$ cat src/rtl/spi_txn_scheduler_pkg.sv
// Shared definitions for the SPI transaction scheduler: FSM encoding, default
// word width and a width helper used for counters and indices.
package spi_txn_scheduler_pkg;

  localparam int SPI_DATA_W = 8;

  typedef enum logic [2:0] {
    S_IDLE  = 3'd0,
    S_START = 3'd1,
    S_WAIT  = 3'd2,
    S_RESP  = 3'd3,
    S_GAP   = 3'd4
  } sched_state_t;

  // $clog2 that never returns 0, so single-value counters still get one bit
  function automatic int clog2_min1(input int value);
    return (value <= 2) ? 1 : $clog2(value);
  endfunction

endpackage

$ cat src/rtl/spi_txn_scheduler_if.sv
// Requester-side and spi_master-side signals of the scheduler, bundled so the
// top level can wire the arbitrated port with a single connection.
interface spi_txn_scheduler_if
  import spi_txn_scheduler_pkg::*;
#(
  parameter int NUM_REQ = 2,
  parameter int DATA_W  = SPI_DATA_W
);

  logic [NUM_REQ-1:0]        req;
  logic [NUM_REQ*DATA_W-1:0] req_data;
  logic [NUM_REQ-1:0]        gnt;
  logic [NUM_REQ-1:0]        rsp_valid;
  logic [DATA_W-1:0]         rsp_data;
  logic                      rsp_err;
  logic                      m_start;
  logic [DATA_W-1:0]         m_tx_data;
  logic                      m_done;
  logic [DATA_W-1:0]         m_rx_data;

  modport slave (
    input  req, req_data, m_done, m_rx_data,
    output gnt, rsp_valid, rsp_data, rsp_err, m_start, m_tx_data
  );

  modport master (
    output req, req_data, m_done, m_rx_data,
    input  gnt, rsp_valid, rsp_data, rsp_err, m_start, m_tx_data
  );

endinterface

$ cat src/rtl/spi_txn_scheduler_rr_arbiter.sv
// Combinational round-robin pick: first set request at or above ptr, with wrap.
// The pointer register itself lives in the scheduler.
module spi_txn_scheduler_rr_arbiter #(
  parameter int NUM_REQ = 2,
  parameter int IDX_W   = 1
) (
  input  logic [NUM_REQ-1:0] req,
  input  logic [IDX_W-1:0]   ptr,
  input  logic               en,
  output logic [NUM_REQ-1:0] grant,
  output logic [IDX_W-1:0]   idx,
  output logic               valid
);

  always_comb begin
    int cand;
    cand  = 0;
    grant = '0;
    idx   = '0;
    valid = 1'b0;
    if (en) begin
      for (int k = 0; k < NUM_REQ; k++) begin
        cand = (int'(ptr) + k) % NUM_REQ;
        if (!valid && req[cand]) begin
          valid       = 1'b1;
          grant[cand] = 1'b1;
          idx         = IDX_W'(cand);
        end
      end
    end
  end

endmodule

$ cat src/rtl/spi_txn_scheduler.sv
// Shares one spi_master between NUM_REQ requesters: round-robin arbitration,
// one transfer at a time with timeout, response routing and an idle gap.
module spi_txn_scheduler
  import spi_txn_scheduler_pkg::*;
#(
  parameter int NUM_REQ        = 2,
  parameter int DATA_W         = SPI_DATA_W,
  parameter int TIMEOUT_CYCLES = 4096,
  parameter int GAP_CYCLES     = 16
) (
  input  logic                clk,
  input  logic                reset,
  spi_txn_scheduler_if.slave  bus,
  output logic                busy
);

  localparam int IDX_W = clog2_min1(NUM_REQ);
  localparam int TMO_W = clog2_min1(TIMEOUT_CYCLES);
  localparam int GAP_W = clog2_min1(GAP_CYCLES + 1);
  localparam logic [TMO_W-1:0] TMO_LAST = TMO_W'(TIMEOUT_CYCLES - 1);
  localparam logic [GAP_W-1:0] GAP_LAST = GAP_W'((GAP_CYCLES > 0) ? GAP_CYCLES - 1 : 0);

  sched_state_t        state_q, state_d;
  logic [IDX_W-1:0]    ptr_q, ptr_d;
  logic [IDX_W-1:0]    idx_q, idx_d;
  logic [NUM_REQ-1:0]  sel_q, sel_d;
  logic [DATA_W-1:0]   tx_q, tx_d;
  logic [DATA_W-1:0]   rx_q, rx_d;
  logic                err_q, err_d;
  logic [TMO_W-1:0]    tmo_cnt_q, tmo_cnt_d;
  logic [GAP_W-1:0]    gap_cnt_q, gap_cnt_d;

  logic [NUM_REQ-1:0]  arb_grant;
  logic [IDX_W-1:0]    arb_idx;
  logic                arb_valid;
  logic [NUM_REQ-1:0]  gnt_c;
  logic [NUM_REQ-1:0]  rsp_valid_c;
  logic                m_start_c;

  spi_txn_scheduler_rr_arbiter #(
    .NUM_REQ (NUM_REQ),
    .IDX_W   (IDX_W)
  ) u_arb (
    .req   (bus.req),
    .ptr   (ptr_q),
    .en    (state_q == S_IDLE),
    .grant (arb_grant),
    .idx   (arb_idx),
    .valid (arb_valid)
  );

  always_comb begin
    state_d     = state_q;
    ptr_d       = ptr_q;
    idx_d       = idx_q;
    sel_d       = sel_q;
    tx_d        = tx_q;
    rx_d        = rx_q;
    err_d       = err_q;
    tmo_cnt_d   = tmo_cnt_q;
    gap_cnt_d   = gap_cnt_q;
    gnt_c       = '0;
    rsp_valid_c = '0;
    m_start_c   = 1'b0;
    case (state_q)
      S_IDLE: begin
        // req_data is captured only here; later changes cannot reach the transfer
        if (arb_valid) begin
          idx_d   = arb_idx;
          sel_d   = arb_grant;
          tx_d    = bus.req_data[arb_idx*DATA_W +: DATA_W];
          state_d = S_START;
        end
      end
      S_START: begin
        gnt_c     = sel_q;
        m_start_c = 1'b1;
        ptr_d     = (idx_q == IDX_W'(NUM_REQ - 1)) ? '0 : idx_q + 1'b1;
        tmo_cnt_d = '0;
        state_d   = S_WAIT;
      end
      S_WAIT: begin
        // a completion on the final wait cycle takes precedence over the timeout
        if (bus.m_done) begin
          rx_d    = bus.m_rx_data;
          err_d   = 1'b0;
          state_d = S_RESP;
        end else if (tmo_cnt_q == TMO_LAST) begin
          rx_d    = '0;
          err_d   = 1'b1;
          state_d = S_RESP;
        end else begin
          tmo_cnt_d = tmo_cnt_q + 1'b1;
        end
      end
      S_RESP: begin
        rsp_valid_c = sel_q;
        gap_cnt_d   = '0;
        state_d     = (GAP_CYCLES == 0) ? S_IDLE : S_GAP;
      end
      S_GAP: begin
        if (gap_cnt_q == GAP_LAST) begin
          state_d = S_IDLE;
        end else begin
          gap_cnt_d = gap_cnt_q + 1'b1;
        end
      end
      default: state_d = S_IDLE;
    endcase
  end

  // ---- state register boundary ----
  always_ff @(posedge clk) begin
    if (reset) begin
      state_q   <= S_IDLE;
      ptr_q     <= '0;
      idx_q     <= '0;
      sel_q     <= '0;
      tx_q      <= '0;
      rx_q      <= '0;
      err_q     <= 1'b0;
      tmo_cnt_q <= '0;
      gap_cnt_q <= '0;
    end else begin
      state_q   <= state_d;
      ptr_q     <= ptr_d;
      idx_q     <= idx_d;
      sel_q     <= sel_d;
      tx_q      <= tx_d;
      rx_q      <= rx_d;
      err_q     <= err_d;
      tmo_cnt_q <= tmo_cnt_d;
      gap_cnt_q <= gap_cnt_d;
    end
  end

  assign bus.gnt       = gnt_c;
  assign bus.rsp_valid = rsp_valid_c;
  assign bus.m_start   = m_start_c;
  assign bus.m_tx_data = tx_q;
  assign bus.rsp_data  = rx_q;
  assign bus.rsp_err   = err_q;
  assign busy          = (state_q != S_IDLE);

endmodule

$ cat src/flat_wrapper.sv
// flat-port wrapper written by rule: the top's interface ports become plain ports
module spi_txn_scheduler_flat import spi_txn_scheduler_pkg::*;
#(
  parameter int NUM_REQ        = 2,
  parameter int DATA_W         = SPI_DATA_W,
  parameter int TIMEOUT_CYCLES = 4096,
  parameter int GAP_CYCLES     = 16
)
  (clk, reset, busy, bus_req, bus_req_data, bus_m_done, bus_m_rx_data, bus_gnt, bus_rsp_valid, bus_rsp_data, bus_rsp_err, bus_m_start, bus_m_tx_data);
  spi_txn_scheduler_if #(.NUM_REQ(NUM_REQ), .DATA_W(DATA_W)) bus_i ();
  input  logic clk;
  input  logic reset;
  output logic busy;
  input wire logic [$bits(bus_i.req)-1:0] bus_req;
  input wire logic [$bits(bus_i.req_data)-1:0] bus_req_data;
  input wire logic [$bits(bus_i.m_done)-1:0] bus_m_done;
  input wire logic [$bits(bus_i.m_rx_data)-1:0] bus_m_rx_data;
  output wire logic [$bits(bus_i.gnt)-1:0] bus_gnt;
  output wire logic [$bits(bus_i.rsp_valid)-1:0] bus_rsp_valid;
  output wire logic [$bits(bus_i.rsp_data)-1:0] bus_rsp_data;
  output wire logic [$bits(bus_i.rsp_err)-1:0] bus_rsp_err;
  output wire logic [$bits(bus_i.m_start)-1:0] bus_m_start;
  output wire logic [$bits(bus_i.m_tx_data)-1:0] bus_m_tx_data;
  assign bus_i.req = bus_req;
  assign bus_i.req_data = bus_req_data;
  assign bus_i.m_done = bus_m_done;
  assign bus_i.m_rx_data = bus_m_rx_data;
  assign bus_gnt = bus_i.gnt;
  assign bus_rsp_valid = bus_i.rsp_valid;
  assign bus_rsp_data = bus_i.rsp_data;
  assign bus_rsp_err = bus_i.rsp_err;
  assign bus_m_start = bus_i.m_start;
  assign bus_m_tx_data = bus_i.m_tx_data;
  spi_txn_scheduler #(.NUM_REQ(NUM_REQ), .DATA_W(DATA_W), .TIMEOUT_CYCLES(TIMEOUT_CYCLES), .GAP_CYCLES(GAP_CYCLES)) u_core (.clk(clk), .reset(reset), .bus(bus_i), .busy(busy));
endmodule
$ cat config.mk
export PLATFORM = sky130hd
export DESIGN_NAME = spi_txn_scheduler_flat
export DESIGN_NICKNAME = d
export VERILOG_FILES = /design/src/rtl/spi_txn_scheduler_pkg.sv /design/src/rtl/spi_txn_scheduler_if.sv /design/src/rtl/spi_txn_scheduler_rr_arbiter.sv /design/src/rtl/spi_txn_scheduler.sv /design/src/flat_wrapper.sv
export SDC_FILE = /design/constraint.sdc
export NUM_CORES = 1
export LEC_CHECK = 0
export ABC_AREA = 1
export BUFFER_PORTS_ARGS = -buffer_cell sky130_fd_sc_hd__buf_2
export CORE_MARGIN = 2
export CORE_UTILIZATION = 56
export CTS_CLUSTER_DIAMETER = 120
export DETAILED_ROUTE_END_ITERATION = 7
export MAX_ROUTING_LAYER = met4
export PLACE_DENSITY = 0.84
export SYNTH_ARGS = -nofsm -noshare
export SYNTH_HDL_FRONTEND = slang
export SYNTH_SLANG_ARGS = --single-unit
$ cat constraint.sdc
create_clock -name clk -period 4.05 [get_ports clk]
set_clock_uncertainty 0.15 [all_clocks]
set_input_delay 0.6075 -clock clk [delete_from_list [all_inputs] [get_ports clk]]
set_output_delay 0.6075 -clock clk [all_outputs]
set_load 0.02 [all_outputs]
==> reports/summary.txt <==
DRT iter0 DRCs -> 144
Std-Cell Rows -> 21
Dominant synthesized flop cell -> dfxtp_1
Worst-path cell chain -> buf_2, o21ai_0, inv_2, nand2_1, nand2_1, a21oi_1
Total negative slack -> 0 ns
Crit end category -> flip-flop
Synth area leaders -> dfxtp_1, nand2_1, a21oi_1
Worst-Skew Late Latency -> 0.35 ns
Setup Crit Path Kind -> in -> reg
Pint -> 0.000717 W
Final net count -> 382
Grt met2 use -> 44.1%
Routed via count -> 2040
Crit path max fanout -> 11
Final setup violation count -> 0
Synthesis Warnings -> 0
Slew @ Worst Pin -> 1.22 ns
PortBufs -> 51
Pre-Repair DR Iteration Count -> 4
Worst-path clk slew -> 0.12 ns
FMAX -> 461 MHz
RSZ-0062 raised after global routing -> no
Clock power share -> 30.8%
Sw frac -> 32.1%
Post-route insts no fill -> 397
Post-synth EDFFs -> 0
H-tree lvl count -> 2
Slowest CP cell -> o21ai_0
Antenna viol nets, final -> 0
Mapped Area -> 1980 sq um
Post-layout util -> 70.0%
Setup Buffers After CTS -> 0
VDD IR max -> 334 uV
Syn Area/Cell -> 6.61 sq um
Hold Vio Cnt, Final -> 0
Register bit count reported by yosys -> 41
Global-route wire length before repair -> 8250 um
Seq pwr share -> 44.6%
Die extent in y -> 63.5 um
Worst path most repeated cell -> nand2_1
Yosys top cell by area -> dfxtp_1
Root Driver -> clkbuf_4
Drt drc -> 0
Critical Path RT -> 4.18 ns
Routed WL -> 4680 um
TritonCTS clock tree -> yes
Vias in the first global route -> 1981
Area growth from synthesis to layout -> 18.7%
Bufs on Longest Clock Path -> 2
Post-cts hold buffer count -> 0
All-layer global routing usage -> 25.9%
Largest net degree at the start of global routing -> 23
Critical path launch point type -> input pin
CTS Sinks -> 41
Period utilization -> 53.6%
DP Cell Count -> 389
Max Slew Vio Count -> 0
Initial antenna violation count -> 0
Min-delay worst type -> reg -> reg
Met1 usage -> 30.5%
Pleak -> 1.09 nW
Max incr delay on CP -> 0.95 ns
I/O Pins -> 52
Pwr dens -> 448 nW/um^2
DP HPWL -> 3370 um
Die area -> 4030 sq um
Gr busiest metal -> met2
Post-synthesis cell count -> 300
Sw power -> 0.000338 W
Post-synth top cells -> nand2_1, dfxtp_1, a21oi_1
Gp weighted congestion -> 0.944
Vias per cell -> 5.14
Max-cap violations -> 0
Netlist cell types -> 22
Hold WS -> 0.316 ns
N_diodes -> 0
Sequential share of the synthesized area -> 41.4%
CTS buffer count -> 5
Starting Density -> 59.0%
Final Critical Period -> 2.17 ns
Count leader, synth -> nand2_1
Top-area cell type share of the netlist area -> 41.4%
Grt met3 use -> 4.29%
Status -> completed
Combinational share of power -> 24.6%
Core area -> 3360 sq um
Remaining Overflow, GRT -> 0
Synth async-reset ratio -> 0%
Synthesized Nets -> 332
Die W -> 63.5 um
Share of cells above drive strength 1 -> 19.7%
Routed WL per cell -> 11.8 um
Post-cts sizing count -> 0
Max-slew headroom -> 17.8%
WP data arrival -> 2.30 ns
[through the flow]
stage	setup WS [ns]	instance area, sq um	total power (W)
after floorplan	2.45	1980	0.000663
after global placement	1.64	2250	0.000730
after detailed placement	1.58	2250	0.000735
after CTS	1.91	2350	0.00106
after global routing	1.75	2350	0.00111
final	1.88	2350	0.00106
[critical path: cells and delay by family]
kind,cells,cell delay (ns)
AO/OA/AOI/OAI,2,1.11
buffers and inverters,2,0.33
AND/OR/NAND/NOR,2,0.25
[layer usage]
metal / vias to the layer above / wire, um
met5: - / 0
met4: 0 / 81
met3: 9 / 227
met2: 58 / 2250
met1: 915 / 2120
li1: 1058 / -
[sequential cells by signal, indices dropped and copies added (netlist names)]
signal	flops
u_core.gap_cnt_q	5
u_core.idx_q	1
u_core.ptr_q	1
u_core.bus.rsp_err	1
u_core.tmo_cnt_q	12
u_core.bus.m_tx_data	8
u_core.state_q	3
u_core.bus.rsp_data	8
u_core.sel_q	2
[layout make-up]
type | instances | area [sq um]
multi-input combinational | 209 | 961
sequential | 41 | 821
inverter | 42 | 158
clock inverter | 3 | 65.1
timing repair buffer | 51 | 255
clock buffer | 5 | 37.5
fill | 335 | 1010
tap | 46 | 57.6
[cells in the final DEF (no fill, tap or decap)]
cell type and count:
nand2_1 73, buf_2 51, dfxtp_1 41, a21oi_1 39, inv_1 38, nor2_1 32, nand3_1 27, o21ai_0 17
nor3_1 5, nand2_2 5, clkbuf_4 5, inv_2 3, ha_1 3, o21bai_1 2, bufinv_16 2, nor2_2 1
clkinv_1 1, a31oi_1 1, o211ai_1 1, nor3_2 1, nand4_1 1, or2_0 1, clkinv_2 1
[power groups by stage]
| stage | clock network (W) | registers, W | logic (W) |
|---|---|---|---|
| global placement | 0 | 0.000479 | 0.000251 |
| finish | 0.000325 | 0.000471 | 0.000259 |
| floorplan | 0 | 0.000501 | 0.000162 |
| CTS | 0.000329 | 0.000471 | 0.000259 |
| global route | 0.000344 | 0.000476 | 0.000292 |
| detailed placement | 0 | 0.000478 | 0.000257 |
[path summary, 6_finish.rpt]
| kind | start | end | slack (ns) | cells after the start |
|---|---|---|---|---|
| max reg2reg | u_core.state_q[0] | u_core.idx_q | 2.02 | 8 |
| min | u_core.bus.rsp_data[6] | u_core.bus.rsp_data[6] | 0.32 | 2 |
| max | bus_req[0] | u_core.sel_q[1] | 1.88 | 6 |
| min reg2reg | u_core.bus.rsp_data[6] | u_core.bus.rsp_data[6] | 0.32 | 2 |
[logic make-up after synthesis]
kind of cell,Yosys count,synth area share (%)
and+or+nand+nor,146,31.0
AOI/OAI and AO/OA,60,15.6
buffers and inverters,50,10.2
DFF,41,41.4
adders and majority gates,3,1.89
(Power assumes the default switching activity.)
